[src/rtl/edge_pkg.sv]
// Shared constants and helpers for the multi-channel edge detector.
// Holds the default synchroniser/debounce depths and the counter-width function.
package edge_pkg;

    localparam int EDGE_SYNC_DEF = 2;
    localparam int EDGE_DEB_DEF  = 1;

    // A one-cycle filter still needs a 1-bit counter so the datapath stays uniform.
    function automatic int clog2_min1(input int n);
        int w;
        w = $clog2(n);
        return (w < 1) ? 1 : w;
    endfunction

endpackage

[src/rtl/edge_chan.sv]
// One channel: synchroniser, debounce filter, edge pulses, sticky pending bit.
// Edge pulse SYNC_STAGES+DEBOUNCE_CYC-1 cycles after the input change, pending one later; no backpressure.
module edge_chan
    import edge_pkg::*;
#(
    parameter int SYNC_STAGES  = EDGE_SYNC_DEF,
    parameter int DEBOUNCE_CYC = EDGE_DEB_DEF
) (
    input  logic clk,
    input  logic rst,
    input  logic signal,
    input  logic en_pos,
    input  logic en_neg,
    input  logic clr,
    output logic level,
    output logic pos_edge,
    output logic neg_edge,
    output logic pending
);

    localparam int              CW      = clog2_min1(DEBOUNCE_CYC);
    localparam logic [CW-1:0]   CNT_MAX = CW'(DEBOUNCE_CYC - 1);

    logic [SYNC_STAGES-1:0] sync_q;
    logic                   sync;
    logic [CW-1:0]          cnt;
    logic [CW-1:0]          cnt_nxt;
    logic                   level_nxt;
    logic                   pend_set;

    assign sync = sync_q[SYNC_STAGES-1];

    always_ff @(posedge clk) begin
        if (rst) begin
            sync_q <= '0;
        end else begin
            sync_q <= {sync_q[SYNC_STAGES-2:0], signal};
        end
    end

    // The counter only runs while the synced input disagrees with the accepted level,
    // so any return to the old level restarts the qualification window.
    always_comb begin
        level_nxt = level;
        cnt_nxt   = '0;
        if (sync != level) begin
            if (cnt == CNT_MAX) begin
                level_nxt = sync;
            end else begin
                cnt_nxt = cnt + CW'(1);
            end
        end
    end

    assign pend_set = (pos_edge & en_pos) | (neg_edge & en_neg);

    always_ff @(posedge clk) begin
        if (rst) begin
            level    <= 1'b0;
            cnt      <= '0;
            pos_edge <= 1'b0;
            neg_edge <= 1'b0;
            pending  <= 1'b0;
        end else begin
            level    <= level_nxt;
            cnt      <= cnt_nxt;
            pos_edge <= ~level & level_nxt;
            neg_edge <= level & ~level_nxt;
            pending  <= pend_set | (pending & ~clr);
        end
    end

    a_one_edge: assert property (@(posedge clk) disable iff (rst) !(pos_edge && neg_edge));

endmodule

[src/rtl/multi_edge_detect.sv]
// CH independent edge-detect channels with an OR-reduced interrupt request.
// Same latency as edge_chan per channel, irq combinational from pending; no backpressure.
module multi_edge_detect
    import edge_pkg::*;
#(
    parameter int CH           = 4,
    parameter int SYNC_STAGES  = EDGE_SYNC_DEF,
    parameter int DEBOUNCE_CYC = EDGE_DEB_DEF
) (
    input  logic          clk,
    input  logic          rst,
    input  logic [CH-1:0] signal,
    input  logic [CH-1:0] en_pos,
    input  logic [CH-1:0] en_neg,
    input  logic [CH-1:0] clr,
    output logic [CH-1:0] level,
    output logic [CH-1:0] pos_edge,
    output logic [CH-1:0] neg_edge,
    output logic [CH-1:0] pending,
    output logic          irq
);

    for (genvar i = 0; i < CH; i++) begin : g_chan
        edge_chan #(
            .SYNC_STAGES  (SYNC_STAGES),
            .DEBOUNCE_CYC (DEBOUNCE_CYC)
        ) u_chan (
            .clk      (clk),
            .rst      (rst),
            .signal   (signal[i]),
            .en_pos   (en_pos[i]),
            .en_neg   (en_neg[i]),
            .clr      (clr[i]),
            .level    (level[i]),
            .pos_edge (pos_edge[i]),
            .neg_edge (neg_edge[i]),
            .pending  (pending[i])
        );
    end

    assign irq = |pending;

endmodule

[config.mk]
export PLATFORM = sky130hd
export DESIGN_NAME = multi_edge_detect
export DESIGN_NICKNAME = d
export VERILOG_FILES = /design/src/rtl/edge_pkg.sv /design/src/rtl/edge_chan.sv /design/src/rtl/multi_edge_detect.sv
export SDC_FILE = /design/constraint.sdc
export NUM_CORES = 1
export LEC_CHECK = 0
export CAP_MARGIN = 10
export CORE_ASPECT_RATIO = 1.1
export CORE_UTILIZATION = 42
export CTS_CLUSTER_DIAMETER = 200
export DETAILED_ROUTE_END_ITERATION = 10
export PLACE_DENSITY = 0.76
export SKIP_LAST_GASP = 1
export SYNTH_ARGS = -nofsm -noshare
export SYNTH_HDL_FRONTEND = slang
export SYNTH_SLANG_ARGS = --single-unit
[constraint.sdc]
create_clock -name clk -period 1.6 [get_ports clk]
set_clock_uncertainty 0.2 [all_clocks]
set_input_delay 0.32 -clock clk [delete_from_list [all_inputs] [get_ports clk]]
set_output_delay 0.32 -clock clk [all_outputs]
set_load 0.01 [all_outputs]
==> impl_metrics.json, run 1 <==
{
  "rsz0062_at_grt": "true",
  "grt_start_max_net_pins": 25,
  "yosysWarnings": 0,
  "max_freq_ghz": 0.5473,
  "maxCapViolCount": 0,
  "drive_gt1_share_pct": 16.22,
  "drc": 0,
  "synth_seq_area_share_pct": 57.81,
  "slowest_stage": "or4_1",
  "cts_root_buf": "clkbuf_4",
  "ios": 35,
  "r2r_setup_slack_ns": 0.57,
  "track_usage_pct": 13.38,
  "placed_area_um2": 1255,
  "r2r-end": "g_chan[0].u_chan.pending$_SDFF_PP0_",
  "die_h_um": 52.40,
  "hold_slack_ns": 0.2395,
  "cts_buffers": 3,
  "ir_drop_mv": 0.5416,
  "antenna_found_initial": 0,
  "design_area_um2": 1282,
  "cp.buffers_inverters": 1,
  "reg2reg_depth": 3,
  "cts_tree": "yes",
  "p_leak_nw": 0.5624,
  "clock_sinks": 28,
  "min-delay-start": "g_chan[2].u_chan.level$_SDFF_PP0_",
  "viasPerCell": 4.439,
  "crit_type": "register to output pin",
  "r2r_start": "g_chan[0].u_chan.pending$_SDFF_PP0_",
  "wl_um": 1492,
  "min_path_cells": 1,
  "syn2layout_area_growth_pct": 32.26,
  "syn-instance-count": 84,
  "core_area_um2": 2085,
  "synthDistinctLibCells": 15,
  "cp.required_ns": 1.08,
  "worst_ep_arrival_time_ns": 1.31,
  "hold_violations": 0,
  "critPathLaunchType": "register",
  "hold-path-endpoint": "g_chan[2].u_chan.pos_edge$_SDFF_PP0_",
  "layout_setup_ws_ns": -0.2270,
  "place_ws_ns": -0.2145,
  "syn_area_um2": 969.7,
  "finalMaxSlewViolations": 0,
  "dr.pass1.iters": 2,
  "ys_ff_latch": 28,
  "dp_hpwl_um": 1203,
  "grt_pass1_wl_um": 2242,
  "min_period_ns": 1.827,
  "grt_pass1_vias": 577,
  "yosysTopAreaCellShare_pct": 57.81,
  "synth_area_leaders": "dfxtp_1, buf_4, nor4b_2",
  "clk_latency_ns": 0.32,
  "rows": 17,
  "clkTransAtPathRegs_ns": 0.13,
  "fp.dieW_um": 47.82,
  "layout.nets": 130,
  "yosysTopAreaCell": "dfxtp_1",
  "finalCritPeriodShare_pct": 114.2,
  "overflow": 0,
  "slowest_delay_ns": 0.50,
  "crit_family": "simple AND/OR/NAND/NOR gates",
  "p_per_area_nw_per_um2": 899.9,
  "wl_per_cell_um": 10.73,
  "num_vias": 617,
  "hp-class": "register to register",
  "die_area_um2": 2505,
  "setup_tns_ns": -0.2270,
  "dp.cells": 134,
  "start_util_pct": 46.52,
  "portBuffers": 34,
  "syn-mean-instance-area_um2": 11.54,
  "drt-initial-drc-count": 5,
  "crit_path_end_kind": "output pin",
  "final_cells": 139,
  "place_congestion": 0.6337,
  "postRouteAntennaNets": 0,
  "total_power_mw": 1.154,
  "crit_chain": "or4_1 > buf_2",
  "n_antenna_cell": 0,
  "clockBufferDepth": 2,
  "violations": "setup timing",
  "utilization_pct": 61.52,
  "finalSetupViolCount": 1,
  "cp_max_fo": 2,
  "htree_levels": 1,
  "status": "finished with violations"
}
## power by group
part,switching (mW),internal [mW]
clock network,0.188,0.139
logic,0.0302,0.0641
registers,0.0124,0.720
total,0.231,0.923
## worst register-to-register path: stages (launching register included)
cell and delay, ns:
dfxtp_2 0.35, buf_4 0.10, or2b_1 0.22, a21oi_1 0.11
## cell usage after synthesis
cell type	n
nor4b_2	4
or4_1	1
mux2i_1	4
nor2b_1	8
conb_1	1
buf_6	1
a22oi_1	4
nand2b_1	3
buf_2	1
nor3_1	4
or2b_1	1
a21oi_1	4
dfxtp_1	28
nor2_1	4
buf_4	16
## registers in the layout, summed over array words and instances, names as in the netlist
name                    cells
g_chan.u_chan.cnt           4
g_chan.u_chan.neg_edge      4
g_chan.u_chan.pending       4
g_chan.u_chan.pos_edge      4
g_chan.u_chan.level         4
g_chan.u_chan.sync_q        8
## worst max path at each step
stage,startpoint,endpoint,slack (ns),cells after the start
after detailed placement,g_chan[0].u_chan.pending$_SDFF_PP0_,irq,-0.21,2
after global routing,g_chan[3].u_chan.pending$_SDFF_PP0_,irq,-0.28,2
after global placement,g_chan[0].u_chan.pending$_SDFF_PP0_,irq,-0.20,2
final,g_chan[3].u_chan.pending$_SDFF_PP0_,irq,-0.23,2
after floorplan,g_chan[0].u_chan.pending$_SDFF_PP0_,irq,0.22,1
after CTS,g_chan[3].u_chan.pending$_SDFF_PP0_,irq,-0.24,2
## kinds of logic after synthesis
logic type / count (synthesis) / synth area share, %
compound gates: 8 / 5.161
buf+inv: 18 / 14.06
flops: 28 / 57.81
mux: 4 / 4.129
other cells: 1 / 0.3867
simple gates: 25 / 18.45
## cells in the final DEF, fill, tap and decap left out, drive strengths merged
cell	count
a21oi	4
a22oi	4
buf	5
clkbuf	4
clkdlybuf4s15	2
clkdlybuf4s50	17
conb	4
dfxtp	28
dlygate4sd2	14
mux2i	4
nand2b	3
nor2	4
nor2b	8
nor3	4
nor4b	4
or2b	1
or4	1
## timing repair
item	in CTS	in global routing
hold buffers	0	0
pin swaps	1	1
resized for setup	24	3
setup buffers	1	0
endpoints found under the setup margin	17	4
## layer usage
metal	GRT usage (%)	share of wire (%)	up-vias
met3	2.414	8.8	5
met5	0	0	-
met4	11.11	3.1	0
met2	23.87	50	26
met1	12.25	38	271
li1	-	-	315
## cell type report
class / instances / area (um2)
Fill cell: 194 / 802.0
Sequential cell: 28 / 566.8
Clock buffer: 4 / 36.28
Timing Repair Buffer: 38 / 360.3
Tap cell: 28 / 35.03
Multi-Input combinational cell: 41 / 284.0
No activity file was read; power rests on OpenSTA's default activity.
==> inputs of run 2 (changes only) <==
--- a/config.mk
+++ b/config.mk
@@ -6,11 +6,13 @@
 export NUM_CORES = 1
 export LEC_CHECK = 0
 export CAP_MARGIN = 10
+export CELL_PAD_IN_SITES_DETAIL_PLACEMENT = 0
+export CELL_PAD_IN_SITES_GLOBAL_PLACEMENT = 1
 export CORE_ASPECT_RATIO = 1.1
-export CORE_UTILIZATION = 42
+export CORE_UTILIZATION = 32
 export CTS_CLUSTER_DIAMETER = 200
 export DETAILED_ROUTE_END_ITERATION = 10
-export PLACE_DENSITY = 0.76
+export PLACE_DENSITY_LB_ADDON = 0.1
 export SKIP_LAST_GASP = 1
 export SYNTH_ARGS = -nofsm -noshare
 export SYNTH_HDL_FRONTEND = slang
==> run 2 against run 1 <==
- the run still ends with setup timing left
- worst setup slack better by 0.019 ns
- global-route usage down 3.2 points
- power down 4.8%
- utilization down 16 points
- critical path depth unchanged
- flip-flop and latch count unchanged
- maximum frequency up 1.0%
- clock power down 17%
- final cell count up 2.9%
- combinational power down 1%
- sequential share of layout area up 0.26 points
- critical path type unchanged
- largest power group unchanged
==> impl_metrics.json, run 2 (synthesis results as in run 1) <==
{
  "htree_levels": 1,
  "min_period_ns": 1.808,
  "cts_root_buf": "clkbuf_4",
  "layout.nets": 130,
  "overflow": 0,
  "r2r_setup_slack_ns": 0.57,
  "crit_path_end_kind": "output pin",
  "core_area_um2": 2828,
  "rsz0062_at_grt": "true",
  "viasPerCell": 4.273,
  "die_h_um": 59.74,
  "grt_pass1_wl_um": 2297,
  "setup_tns_ns": -0.2081,
  "status": "finished with violations",
  "clock_sinks": 28,
  "cts_buffers": 3,
  "final_cell_mix": "dfxtp_1, clkdlybuf4s50_1, dlygate4sd2_1",
  "layout_setup_ws_ns": -0.2081,
  "dr.pass1.iters": 2,
  "num_vias": 611,
  "r2r-end": "g_chan[0].u_chan.pending$_SDFF_PP0_",
  "cts_tree": "yes",
  "wl_um": 1413,
  "p_leak_nw": 0.5551,
  "maxCapViolCount": 0,
  "drive_gt1_share_pct": 15.45,
  "grt_start_max_net_pins": 25,
  "portBuffers": 34,
  "hp-class": "register to register",
  "postRouteAntennaNets": 0,
  "finalSetupViolCount": 1,
  "hold_slack_ns": 0.2418,
  "dp.cells": 139,
  "cp.required_ns": 1.08,
  "utilization_pct": 45.09,
  "start_util_pct": 34.29,
  "clockBufferDepth": 2,
  "grt_pass1_vias": 566,
  "critPathLaunchType": "register",
  "violations": "setup timing",
  "die_area_um2": 3255,
  "antenna_found_initial": 0,
  "mostFrequentLayoutCell": "dfxtp_1",
  "fp.dieW_um": 54.49,
  "n_antenna_cell": 0,
  "top_register": "g_chan.u_chan.sync_q",
  "p_per_area_nw_per_um2": 861.4,
  "ir_drop_mv": 0.4419,
  "min-delay-start": "g_chan[1].u_chan.level$_SDFF_PP0_",
  "clkTransAtPathRegs_ns": 0.13,
  "drc": 0,
  "max_freq_ghz": 0.5531,
  "clk_latency_ns": 0.31,
  "hold_violations": 0,
  "final_cells": 143,
  "finalCritPeriodShare_pct": 113.0,
  "finalMaxSlewViolations": 0,
  "reg2reg_depth": 3,
  "largest_reg_flops": 8,
  "r2r_start": "g_chan[0].u_chan.pending$_SDFF_PP0_",
  "drt-initial-drc-count": 6,
  "place_congestion": 0.6486,
  "wl_per_cell_um": 9.881,
  "crit_type": "register to output pin",
  "ios": 35,
  "cp_max_fo": 2,
  "min_path_cells": 1,
  "fillCellCount": 287,
  "track_usage_pct": 10.18,
  "hold-path-endpoint": "g_chan[1].u_chan.pos_edge$_SDFF_PP0_",
  "rows": 20,
  "place_ws_ns": -0.2056,
  "syn2layout_area_growth_pct": 31.48,
  "worst_ep_arrival_time_ns": 1.29,
  "dp_hpwl_um": 1023
}
==> run 2: changes by cell type in the layout (fill, tap and decap cells not counted) <==
| cell | previous run | this run |
|---|---|---|
| clkbuf_8 | 1 | 0 |
==> run 2: final cells by class <==
type	count	area [um2]	area share, %
Clock buffer	3	22.52	1.766
Multi-Input combinational cell	41	284.0	22.28
Sequential cell	28	566.8	44.46
Tap cell	33	41.29	3.238
Timing Repair Buffer	38	360.3	28.26
==> run 2: report_power, final <==
part           total [mW]  internal [mW]  switching [mW]
clock network       0.273         0.0882           0.185
registers           0.732          0.720          0.0121
logic              0.0934         0.0641          0.0294
total                1.10          0.872           0.226
==> run 2: how the worst max path moves through the flow <==
stage | start | endpoint | slack [ns] | depth (start not counted)
floorplan | g_chan[0].u_chan.pending$_SDFF_PP0_ | irq | 0.22 | 1
global placement | g_chan[0].u_chan.pending$_SDFF_PP0_ | irq | -0.20 | 2
detailed placement | g_chan[0].u_chan.pending$_SDFF_PP0_ | irq | -0.21 | 2
CTS | g_chan[3].u_chan.pending$_SDFF_PP0_ | irq | -0.23 | 2
global route | g_chan[3].u_chan.pending$_SDFF_PP0_ | irq | -0.27 | 2
finish | g_chan[3].u_chan.pending$_SDFF_PP0_ | irq | -0.21 | 2
==> run 2: repair_timing <==
action,4_1_cts,5_1_grt
gates resized for setup,25,2
setup endpoints to repair,17,4
pin swaps,1,0
buffers inserted,1,0
hold buffers,0,0
==> run 2: metal layers <==
layer	wire [um]	global-route usage (%)	part of all wire [%]
met5	0	0	0
met4	38	8.791	2.7
met3	110	1.527	7.8
met2	651	17.07	46
met1	613	10.78	43
==> run 2: worst max-delay path: stages, from the launching register on <==
cell and delay (ns):
dfxtp_1 0.33, or4_1 0.50, buf_2 0.15
==> run 2: metrics by stage <==
stage	total power, mW	area [um2]
after floorplan	0.7894	980.9
after global placement	0.8464	1261
after detailed placement	0.8479	1261
after CTS	1.122	1272
after global routing	1.159	1275
final	1.098	1275
